===== src/rtl/lsu_pkg.sv =====
// Shared types for the byte-wide load/store sequencer: FSM states,
// request size encodings and the size-to-byte-count mapping.
package lsu_pkg;

  typedef enum logic [1:0] {
    IDLE   = 2'd0,
    ACCESS = 2'd1,
    RESP   = 2'd2
  } lsu_state_e;

  localparam logic [1:0] SZ_BYTE = 2'b00;
  localparam logic [1:0] SZ_HALF = 2'b01;
  localparam logic [1:0] SZ_WORD = 2'b10;

  // Size 2'b11 is handled as a word.
  function automatic logic [2:0] size_bytes(input logic [1:0] size);
    case (size)
      SZ_BYTE: return 3'd1;
      SZ_HALF: return 3'd2;
      default: return 3'd4;
    endcase
  endfunction

endpackage


===== src/rtl/lsu_load_extend.sv =====
// Zero/sign extension of assembled little-endian load data by access size.
module lsu_load_extend
  import lsu_pkg::*;
#(
  parameter int DATA_W = 32
) (
  input  logic [DATA_W-1:0] data_i,
  input  logic [1:0]        size_i,
  input  logic              signed_i,
  output logic [DATA_W-1:0] data_o
);

  // Fill above the loaded bytes with zeros, or with the top loaded bit when signed.
  always_comb begin
    data_o = data_i;
    case (size_i)
      SZ_BYTE: data_o = {{(DATA_W-8){signed_i & data_i[7]}}, data_i[7:0]};
      SZ_HALF: data_o = {{(DATA_W-16){signed_i & data_i[15]}}, data_i[15:0]};
      default: data_o = data_i;
    endcase
  end

endmodule


===== src/rtl/lsu_byte_sequencer.sv =====
// Load/store sequencer: splits byte/half/word requests into single-byte
// memory accesses (little-endian), assembles load data and returns one
// response per request.
// Build option LSU_MISALIGN_ERR_EN: misaligned half/word requests return
// resp_err=1 without touching memory; otherwise they run byte-wise.
//
// state  | meaning
// IDLE   | ready for a request
// ACCESS | one memory byte access per cycle, rem_q counts down to the last
// RESP   | response held until resp_ready
module lsu_byte_sequencer
  import lsu_pkg::*;
#(
  parameter int ADDR_W = 32,
  parameter int DATA_W = 32
) (
  input  logic              clk,
  input  logic              reset,
  input  logic              req_valid,
  output logic              req_ready,
  input  logic              req_write,
  input  logic [1:0]        req_size,
  input  logic              req_signed,
  input  logic [ADDR_W-1:0] req_addr,
  input  logic [DATA_W-1:0] req_wdata,
  output logic              resp_valid,
  input  logic              resp_ready,
  output logic [DATA_W-1:0] resp_rdata,
  output logic              resp_err,
  output logic              memRead,
  output logic              memWrite,
  output logic [ADDR_W-1:0] mem_addr,
  output logic [7:0]        mem_wdata,
  input  logic [7:0]        mem_rdata
);

  localparam int KW = $clog2(DATA_W/8);

  lsu_state_e        state_q;
  logic              req_ready_q, resp_valid_q, resp_err_q;
  logic [DATA_W-1:0] resp_rdata_q;
  logic              mem_read_q, mem_write_q;
  logic [ADDR_W-1:0] mem_addr_q;
  logic [7:0]        mem_wdata_q;
  logic [1:0]        size_q;
  logic              signed_q, write_q;
  logic [DATA_W-1:0] wdata_q, asm_q, asm_d, ext_data;
  logic [KW-1:0]     k_q, k_nxt, rem_q;
  logic              misalign;

  assign req_ready  = req_ready_q;
  assign resp_valid = resp_valid_q;
  assign resp_rdata = resp_rdata_q;
  assign resp_err   = resp_err_q;
  assign memRead    = mem_read_q;
  assign memWrite   = mem_write_q;
  assign mem_addr   = mem_addr_q;
  assign mem_wdata  = mem_wdata_q;

  assign k_nxt = k_q + KW'(1);

`ifdef LSU_MISALIGN_ERR_EN
  assign misalign = ((req_size == SZ_HALF) && req_addr[0]) ||
                    ((req_size[1] == 1'b1) && (req_addr[1:0] != 2'b00));
`else
  assign misalign = 1'b0;
`endif

  // Merge the byte returned this cycle into its lane of the assembly register.
  always_comb begin
    asm_d = asm_q;
    asm_d[{k_q, 3'b000} +: 8] = mem_rdata;
  end

  lsu_load_extend #(.DATA_W(DATA_W)) u_extend (
    .data_i   (asm_d),
    .size_i   (size_q),
    .signed_i (signed_q),
    .data_o   (ext_data)
  );

  // Sequencer FSM with all outputs registered; memory strobes depend only on latched state.
  always_ff @(posedge clk) begin
    if (!reset) begin
      state_q      <= IDLE;
      req_ready_q  <= 1'b0;
      resp_valid_q <= 1'b0;
      resp_err_q   <= 1'b0;
      resp_rdata_q <= '0;
      mem_read_q   <= 1'b0;
      mem_write_q  <= 1'b0;
      mem_addr_q   <= '0;
      mem_wdata_q  <= '0;
      size_q       <= SZ_BYTE;
      signed_q     <= 1'b0;
      write_q      <= 1'b0;
      wdata_q      <= '0;
      asm_q        <= '0;
      k_q          <= '0;
      rem_q        <= '0;
    end else begin
      case (state_q)
        IDLE: begin
          req_ready_q <= 1'b1;
          if (req_valid && req_ready_q) begin
            req_ready_q <= 1'b0;
            size_q      <= req_size;
            signed_q    <= req_signed;
            write_q     <= req_write;
            wdata_q     <= req_wdata;
            asm_q       <= '0;
            k_q         <= '0;
            rem_q       <= KW'(size_bytes(req_size) - 3'd1);
            if (misalign) begin
              state_q      <= RESP;
              resp_valid_q <= 1'b1;
              resp_err_q   <= 1'b1;
              resp_rdata_q <= '0;
            end else begin
              state_q     <= ACCESS;
              resp_err_q  <= 1'b0;
              mem_read_q  <= !req_write;
              mem_write_q <= req_write;
              mem_addr_q  <= req_addr;
              mem_wdata_q <= req_wdata[7:0];
            end
          end
        end
        ACCESS: begin
          asm_q <= asm_d;
          if (rem_q == '0) begin
            state_q      <= RESP;
            mem_read_q   <= 1'b0;
            mem_write_q  <= 1'b0;
            resp_valid_q <= 1'b1;
            resp_rdata_q <= write_q ? '0 : ext_data;
          end else begin
            rem_q       <= rem_q - KW'(1);
            k_q         <= k_nxt;
            mem_addr_q  <= mem_addr_q + ADDR_W'(1);
            mem_wdata_q <= wdata_q[{k_nxt, 3'b000} +: 8];
          end
        end
        RESP: begin
          if (resp_ready) begin
            state_q      <= IDLE;
            resp_valid_q <= 1'b0;
            req_ready_q  <= 1'b1;
          end
        end
        default: state_q <= IDLE;
      endcase
    end
  end

endmodule


===== config.mk =====
export PLATFORM = sky130hd
export DESIGN_NAME = lsu_byte_sequencer
export DESIGN_NICKNAME = d
export VERILOG_FILES = /design/src/rtl/lsu_pkg.sv /design/src/rtl/lsu_load_extend.sv /design/src/rtl/lsu_byte_sequencer.sv
export SDC_FILE = /design/constraint.sdc
export NUM_CORES = 1
export LEC_CHECK = 0
export ABC_CLOCK_PERIOD_IN_PS = 3000
export BUFFER_PORTS_ARGS = -buffer_cell sky130_fd_sc_hd__buf_2
export CAP_MARGIN = 20
export CELL_PAD_IN_SITES_DETAIL_PLACEMENT = 1
export CELL_PAD_IN_SITES_GLOBAL_PLACEMENT = 1
export CORE_UTILIZATION = 40
export CTS_BUF_LIST = sky130_fd_sc_hd__clkbuf_16
export CTS_CLUSTER_SIZE = 16
export DETAILED_ROUTE_END_ITERATION = 8
export PLACE_DENSITY = 0.79
export SYNTH_ARGS = -nofsm -noshare
export SYNTH_HDL_FRONTEND = slang
export SYNTH_SLANG_ARGS = --single-unit
export TNS_END_PERCENT = 1

===== constraint.sdc =====
create_clock -name clk -period 3 [get_ports clk]
set_input_delay 0.3 -clock clk [delete_from_list [all_inputs] [get_ports clk]]
set_output_delay 0.3 -clock clk [all_outputs]
set_load 0.005 [all_outputs]

* Word level (Yosys, flattened, before mapping) *
Index checks and enable logic that the tools add are counted.

operators by class
  add/subtract/negate cells = 5
  $mul = 0
  div/mod/pow operators = 0
  magnitude comparators = 0
  eq/ne operators = 8
  shift operators = 3
  mux-type cells = 36
  bitwise logic cells = 2
  reduce and logical (&&, ||, !) cells = 17

operator list
  cell                      number
  $pmux W32 S2              3
  $mux W32                  4
  $add A32 B1 Y32 const B   1
  $bwmux W32                1
  $shift A8 B7 Y32 const A  1
  $shiftx A32 B6 Y8         1
  $shiftx A8 B7 Y32         1
  $mux W2                   10
  $mux W8                   2
  $pmux W8 S2               1
  $pmux W2 S2               3
  $reduce_and A3 Y1         4
  $logic_not A2 Y1          4
  $ne A2 B2 Y1 const B      4
  $pmux W1 S2               4
  $reduce_and A2 Y1         4
  $mux W1                   7
  $neg A5 Y7                1
  $eq A2 B1 Y1 const B      3
  $pmux W2 S3               1
  $reduce_bool A2 Y1        3
  $sub A2 B1 Y2 const B     2
  $add A2 B1 Y2 const B     1
  $and A1 B1 Y1             2
  other kinds (3)           3

storage, ports and cells
  register bits = 150
  bits in latches = 0
  memory bits (writable) = 0
  ROM bits = 0
  bits of input ports = 80
  output and inout bits = 77
  logic and storage cells = 86
  memories = 0

* Logic depth before layout (Yosys ltp) *
Gate-level depths: netlist of the first run.

  depth after elaboration = 8
  gate-level depth with buffers = 9
  mapped depth without buffers = 6

* Cells and area by module *
From an unflattened synthesis of the first run, not the netlist that was laid out.

unflattened totals
  cell total of the unflattened synthesis = 1006
  area, all modules = 7490.9 µm²

modules (own cells, without submodules)
  module              times used  cells an instance  area each (µm²)  sequential area each (µm²)
  lsu_byte_sequencer  1           940                7105.6           3002.9
  lsu_load_extend     1           66                 385.4            0.0

* Least setup slack after synthesis of the first run *
No wires, ideal clock.

  path kind = register -> register
  from = register k_q[0]
  to = register resp_rdata_q[19], in the netlist resp_rdata[19]
  library setup time = 60 ps
  arrival time = 2410 ps
  required time = 2940 ps
  setup slack = 531 ps
  cell stages (with the launch flop) = 10
  path buffers = 3
  clock period less this slack = 2469 ps
  path through = dfxtp_1 -> buf_2 -> buf_2 -> inv_1 -> ha_1 -> and4bb_2 -> nor3_1 -> a2111oi_4 -> buf_2 -> a221o_1

on the way
  longest elaborated chain between the ends = 6
  elaborated cells between the ends (all ways) = 8
  classes of those cells = add/sub (1); shift (2); mux (3); bitwise (2)

RTL lines
  element                                                       line                                          source
  start: declaration                                            lsu_byte_sequencer.sv:48                      logic [KW-1:0] k_q, k_nxt, rem_q;
  start signal: assignment                                      lsu_byte_sequencer.sv:139                     k_q <= k_nxt;
  $neg A5 Y7 *                                                  lsu_byte_sequencer.sv:72                      asm_d[{k_q, 3'b000} +: 8] = mem_rdata;
  $shiftx A8 B7 Y32 / $shift A8 B7 Y32 (equally long branches)  lsu_byte_sequencer.sv:72
  $bwmux W32 *                                                  lsu_byte_sequencer.sv:72
  $and A1 B1 Y1, on equally long branches                       lsu_load_extend.sv:18, lsu_load_extend.sv:17
  $pmux W32 S2 *                                                lsu_load_extend.sv:16                         case (size_i)
  $mux W32 *                                                    lsu_byte_sequencer.sv:136                     resp_rdata_q <= write_q ? '0 : ext_data;
  end signal: assignment                                        lsu_byte_sequencer.sv:136
  end: declaration                                              lsu_byte_sequencer.sv:41                      logic [DATA_W-1:0] resp_rdata_q;

Mark *: on every way between the ends. The rest lies on a longest branch, timed or not.
A chain may end at the register's enable or synchronous reset.

* Final worst setup path of the first run *
  from = register mem_addr_q[0], in the netlist mem_addr[0]
  to = register mem_addr_q[22], in the netlist mem_addr[22]

on the way
  longest elaborated chain between the ends = 3

RTL lines
  element                   line                       source
  start: declaration        lsu_byte_sequencer.sv:43   logic [ADDR_W-1:0] mem_addr_q;
  start signal: assignment  lsu_byte_sequencer.sv:124  mem_addr_q <= req_addr;
  start signal: assignment  lsu_byte_sequencer.sv:140  mem_addr_q <= mem_addr_q + ADDR_W'(1);
  $add A32 B1 Y32           lsu_byte_sequencer.sv:140
  $mux W32                  lsu_byte_sequencer.sv:131  if (rem_q == '0) begin
  $pmux W32 S2              lsu_byte_sequencer.sv:102  case (state_q)

No other way between the ends. The select of a mux whose other input is x is not followed.

==> metrics.txt, run 1 <==
CTS clk-pin slew, worst paths 0.06 ns; DRC Markers 0; worst-skew pair later-pin latency 0.43 ns; critical path class reg2reg; RSZ-0062 raised after global routing false; Post-synth EDFFs 0; cts hold-fix bufs 0; FFs w/ async S/R, synth 0; post-synthesis sequential area ratio 0.420; Combinational Power Share 0.119; Mapped Nets 954; Fin. Hold Viols 0; min Tclk post-route 2.27 ns; CTS tree done; MaxCap Viol Count 0; Filler cells 2130; Die Span Y 136 µm; Int Pwr 0.00344 W; Syn Area/Cell 8.24 µm²; skew final 0.00780 ns; Synth area leader dfxtp_1; drt total wl 23900 µm; largest net degree at the start of global routing 87; post-CTS sizing 0; most frequent cell after synthesis dfxtp_1; crit path from mem_addr[0]$_SDFFE_PN0P_; slew of the pin with the lowest slew margin 0.979 ns; CP Data Arrival Time 2.62 ns; final setup violation count 0; CP peak stage delay 0.88 ns; part of the power in registers 0.454; setup_tns 0 ns; Antenna Cells 0; maximum VDD drop 0.425 mV; DRT iter0 DRCs 395; worst min-delay path category in2reg; Final Cell Area 8740 µm²; num rows 48; number of CTS-inserted buffers 17; clock buffer depth 2; Post-Synthesis Cells 868; status complete, no violations; Slowest cell on crit path nor4_1; Setup Fix Bufs, Post-CTS 0; Netlist cell types 70; worst r2r src mem_addr[0]$_SDFFE_PN0P_; clock network fraction of design power 0.426; core area 17400 µm²; CP required 3.34 ns; endpoint class of the critical path flop; fmax 0.440 GHz; Post-DP HPWL 16200 µm; Starting Density 0.412; hold_sp req_wdata[15]; Root Driver clkbuf_16; Post-Synthesis Cell Area 7150 µm²; Ys Warns 0; Net Sw Power 0.00135 W; GRT Overall Usage 0.269; Synth top cells by count dfxtp_1 (150), nand2_1 (147), a21oi_1 (100), nor2_1 (57), clkbuf_1 (42); ANT nets after route 0; worst-path cell chain ha_1, nand4_4, nor4_1, nand4b_1, a211oi_1; Total Nets Final 1085; prevailing post-synth register cell dfxtp_1; CP startpoint kind flop; PwrDens 548 nW/µm²; CP max FO 8; share of cells above drive strength 1 0.240; number of synthesized register bits 150; IO buf count 155; placed cell area 8180 µm²; Vias/cell 5.90; Layout area overhead 22.2%; H-tree depth 4; number of global-route vias before repair 7285; number of I/O pins 157; GRT overflow 0; LEAKAGE 3.35 nW; chip width 136 µm; initial antenna violation count 1; DRT Pass-1 Iters 5; global-route wire length before repair 38500 µm; GP Congestion 0.852; DR WL/cell 19.3 µm; Vias 7298; Final Max Slew Viols 0; clock sinks 150; Slew headroom 0.342; top cells by area, synth dfxtp_1 (42%), nand2_1 (7.7%), a21oi_1 (7.0%); Sw Ratio 0.282; total die area 18400 µm²; Final Cycle Share 0.758; Yosys top cell area share 0.420
[final cells by class]
type | instances | area (µm²) | area share
flip-flops and latches | 150 | 3000 | 0.344
clock buffers | 17 | 425 | 0.0487
multi-input cells | 631 | 3840 | 0.439
inverters | 16 | 61.3 | 0.00702
repair buffers | 183 | 998 | 0.114
well taps | 225 | 282 | 0.0322
clock inverters | 15 | 131 | 0.0150
[routing by layer]
layer / vias up / part of all wire / GRT usage
li1: 3458 / - / -
met1: 3582 / 0.45 / 0.356
met2: 231 / 0.48 / 0.442
met3: 27 / 0.054 / 0.0494
met4: 0 / 0.014 / 0.0811
met5: - / 0 / 0
[power by group through the flow]
stage	logic (W)	clock network, W	registers (W)
global placement	0.000557	0	0.00221
finish	0.000572	0.00204	0.00218
floorplan	0.000331	0	0.00219
CTS	0.000573	0.00208	0.00217
global route	0.000628	0.00216	0.00219
detailed placement	0.000569	0	0.00222
[through the flow]
stage,setup WS (ns),hold slack (ns),power (W),utilization,cells
after floorplan,0.531,0.433,0.00252,-,868
after CTS,0.749,0.0956,0.00482,0.503,1237
after detailed placement,0.817,0.447,0.00279,0.471,1205
after global routing,0.495,0.100,0.00498,0.503,1237
final,0.726,0.105,0.00479,0.503,1237
after global placement,0.878,0.436,0.00277,0.471,1205
[final timing paths]
kind	to	slack, ns	cells past startpoint
worst min-delay path	wdata_q[15]$_SDFFE_PN0P_	0.11	3
worst max register to register	mem_addr[22]$_SDFFE_PN0P_	0.73	5
worst min register to register	wdata_q[26]$_SDFFE_PN0P_	0.46	2
worst max-delay path	mem_addr[22]$_SDFFE_PN0P_	0.73	5
[flip-flops by register name (all words and copies together), names as in the netlist]
register,count
asm_q,32
k_q,2
write_q,1
state_q,2
resp_valid,1
mem_addr,32
req_ready,1
rem_q,2
memRead,1
mem_wdata,8
resp_rdata,32
memWrite,1
size_q,2
signed_q,1
wdata_q,32
[cells in the final DEF, fill, tap and decap left out, types with 4 or more instances in the layout]
cell,count
inv_1,15
o21a_1,12
o21ai_0,29
dfxtp_1,150
a221oi_1,7
a22o_1,19
a22oi_1,12
and2_1,7
o211ai_1,6
a221o_1,16
nand2_1,147
buf_2,155
clkbuf_16,17
nand3_1,40
clkinv_2,4
nor4_1,12
a21oi_1,99
nand4_1,18
clkinvlp_4,4
a2111oi_0,6
buf_4,27
nor2_1,57
o221ai_1,8
o31a_1,8
mux2i_1,5
o22ai_1,4
a31oi_1,12
mux4_2,8
and3_1,5
nor3_1,13
ha_1,6
nor2b_1,8
a211oi_1,6
[critical path: cells and delay by family (launching register included)]
kind                       cells  cell delay [ns]
and+or+nand+nor                3             1.24
DFF                            1             0.41
adders and majority gates      1             0.30
AOI/OAI and AO/OA              1             0.25
[logic make-up after synthesis]
family                     count (synthesis)  synth area share
and+or+nand+nor                          341             0.231
AOI/OAI and AO/OA                        270             0.256
DFF                                      150             0.420
buffers and inverters                     87            0.0492
muxes                                     13            0.0322
adders and majority gates                  6            0.0105
other                                      1          0.000524
Power figures use the tool's default switching activity.
==> inputs of run 2 (changes only) <==
--- a/config.mk
+++ b/config.mk
@@ -5,16 +5,16 @@
 export SDC_FILE = /design/constraint.sdc
 export NUM_CORES = 1
 export LEC_CHECK = 0
-export ABC_CLOCK_PERIOD_IN_PS = 3000
+export ABC_CLOCK_PERIOD_IN_PS = 2000
 export BUFFER_PORTS_ARGS = -buffer_cell sky130_fd_sc_hd__buf_2
 export CAP_MARGIN = 20
 export CELL_PAD_IN_SITES_DETAIL_PLACEMENT = 1
 export CELL_PAD_IN_SITES_GLOBAL_PLACEMENT = 1
-export CORE_UTILIZATION = 40
+export CORE_UTILIZATION = 36
 export CTS_BUF_LIST = sky130_fd_sc_hd__clkbuf_16
 export CTS_CLUSTER_SIZE = 16
 export DETAILED_ROUTE_END_ITERATION = 8
-export PLACE_DENSITY = 0.79
+export PLACE_DENSITY = 0.75
 export SYNTH_ARGS = -nofsm -noshare
 export SYNTH_HDL_FRONTEND = slang
 export SYNTH_SLANG_ARGS = --single-unit
==> constraint.sdc (replaced) <==
create_clock -name clk -period 2 [get_ports clk]
set_input_delay 0.2 -clock clk [delete_from_list [all_inputs] [get_ports clk]]
set_output_delay 0.2 -clock clk [all_outputs]
set_load 0.005 [all_outputs]
==> metrics.txt, run 2 (synthesized netlist as in run 1, its figures left out) <==
Net Sw Power 0.00200 W (+48%); Int Pwr 0.00509 W (+48%); DRT Pass-1 Iters 5 (unchanged); R2R depth 5 (unchanged); status complete, no violations; Total Nets Final 1139 (+5.0%); GRT Overall Usage 0.254 (-0.0150); worst min-delay path category in2reg; Sw Ratio 0.282 (+0.000442); r2r setup slk 0.06 ns (-0.66 ns); Final Max Slew Viols 0 (unchanged); LEAKAGE 3.62 nW (+8.3%); final setup violation count 0 (unchanged); initial antenna violation count 3 (+2); DRT iter0 DRCs 446 (+13%); chip width 143 µm (+5.3%); DRC Markers 0 (unchanged); CTS tree done; Final Non-Filler Cells 1333 (+7.8%); number of global-route vias before repair 7424 (+1.9%); placed cell area 8700 µm² (+6.4%); Layout area overhead 29.7%; GRT overflow 0 (unchanged); clock network fraction of design power 0.404 (-0.022); Combinational Power Share 0.143 (+0.024); worst-skew pair later-pin latency 0.42 ns (about the same); CP max FO 3 (-5); Starting Density 0.367 (-0.0446); IO buf count 155 (unchanged); commonest non-fill, non-tap cell in the layout buf_2; DR WL/cell 18.9 µm (-2.0%); Final Cell Area 9280 µm² (+6.1%); Vias/cell 5.63 (-4.5%); ANT nets after route 0 (unchanged); crit path from mem_addr[0]$_SDFFE_PN0P_; critical path class reg2reg; clock sinks 150 (unchanged); clock buffer depth 2 (unchanged); number of CTS-inserted buffers 17 (unchanged); GP Congestion 0.840 (-1.4%); largest net degree at the start of global routing 67 (-23%); RSZ-0062 raised after global routing true; Fin. Hold Viols 0 (unchanged); PwrDens 765 nW/µm² (+40%); Multi-input gate area 3890 µm² (+1.3%); CP startpoint kind flop; Filler cells 2369 (+11%); most frequent cells in the layout buf_2 (155), dfxtp_1 (149), nand2_1 (147); CP required 2.28 ns (-1.06 ns); CP Data Arrival Time 2.22 ns (-0.40 ns); num rows 51 (+6.3%); share of cells above drive strength 1 0.287 (+0.0469); total die area 20400 µm² (+11%); fmax 0.516 GHz (+17%); part of the power in registers 0.453 (about the same); core area 19500 µm² (+12%); Die Span Y 143 µm (+5.3%); crit path to mem_addr[28]$_SDFFE_PN0P_; endpoint class of the critical path flop; Slew headroom 0.545 (+0.204); Vias 7508 (+2.9%); Final Cycle Share 0.968 (+0.210); Root Driver clkbuf_16; CTS clk-pin slew, worst paths 0.06 ns (about the same); worst r2r src mem_addr[0]$_SDFFE_PN0P_; min Tclk post-route 1.94 ns (-0.337 ns); drt total wl 25200 µm (+5.6%); FF-to-FF End mem_addr[28]$_SDFFE_PN0P_; maximum VDD drop 0.615 mV (+45%); number of I/O pins 157 (unchanged); global-route wire length before repair 40200 µm (+4.5%); MaxCap Viol Count 0 (unchanged); H-tree depth 4 (unchanged); skew final 0.00666 ns (-0.00114 ns); slew of the pin with the lowest slew margin 0.682 ns (-0.297 ns); Post-DP HPWL 17500 µm (+8.3%); placed cell count 1298 (+7.7%); sequential cell area 3000 µm² (about the same)
[run 2: cell count changes in the layout (fill, tap and decap cells not counted), sizes merged]
| cell | change |
|---|---|
| diode | +2 |
| buf | +54 |
| bufinv | -1 |
| clkinvlp | -2 |
| clkinv | +3 |
[run 2: cell type report]
type                    instances  area share
clock buffers                  17      0.0459
flip-flops and latches        150       0.324
well taps                     265      0.0357
inverters                      16     0.00688
diodes                          2    0.000540
clock inverters                15     0.00971
multi-input cells             631       0.419
repair buffers                237       0.158
[run 2: critical path, cell delays in order (launching register included)]
cell      delay [ns]
dfxtp_1         0.34
ha_2            0.21
nand4_4         0.11
or4_4           0.56
o311ai_0        0.40
o221ai_1        0.18
[run 2: per-layer routing]
layer	share of wire	routed length, µm	up-vias	global-route usage
li1	-	-	3570	-
met1	0.47	11800	3672	0.345
met2	0.46	11500	224	0.401
met3	0.057	1440	40	0.0490
met4	0.017	430	2	0.0843
met5	0.00052	13	-	0
[run 2: stage by stage]
step | hold slack (ns) | setup slack [ns] | TNS, ns | utilization | total power, W
2_1_floorplan | 0.336 | -0.0430 | -0.546 | - | 0.00378
3_3_place_gp | 0.439 | -0.183 | -2.89 | 0.447 | 0.00427
3_5_place_dp | 0.447 | -0.236 | -4.25 | 0.447 | 0.00428
4_1_cts | 0.00262 | 0.0342 | 0 | 0.475 | 0.00715
5_1_grt | 0.0127 | -0.0499 | -0.224 | 0.476 | 0.00739
6_report | 0.0129 | 0.0636 | 0 | 0.477 | 0.00710
[run 2: worst min path at each step]
stage / start / to / depth (start not counted)
final: req_wdata[25] / wdata_q[25]$_SDFFE_PN0P_ / 3
after global routing: req_wdata[14] / wdata_q[14]$_SDFFE_PN0P_ / 3
after CTS: req_wdata[25] / wdata_q[25]$_SDFFE_PN0P_ / 3
after detailed placement: resp_rdata[13]$_SDFFE_PN0P_ / resp_rdata[13]$_SDFFE_PN0P_ / 2
after global placement: resp_rdata[13]$_SDFFE_PN0P_ / resp_rdata[13]$_SDFFE_PN0P_ / 2
after floorplan: req_wdata[0] / wdata_q[0]$_SDFFE_PN0P_ / 2
[run 2: what timing repair did]
item | CTS | global route
setup endpoints to repair | 22 | 29
gates resized for setup | 2 | 8
setup buffers | 1 | 0
hold buffers | 0 | 0
pin swaps | 1 | 0
[run 2: power by group through the flow]
stage | logic (W) | registers [W] | clock network, W
after detailed placement | 0.00100 | 0.00328 | 0
final | 0.00101 | 0.00322 | 0.00286
after global placement | 0.000992 | 0.00328 | 0
after global routing | 0.00112 | 0.00323 | 0.00305
after CTS | 0.00101 | 0.00322 | 0.00292
after floorplan | 0.000499 | 0.00328 | 0
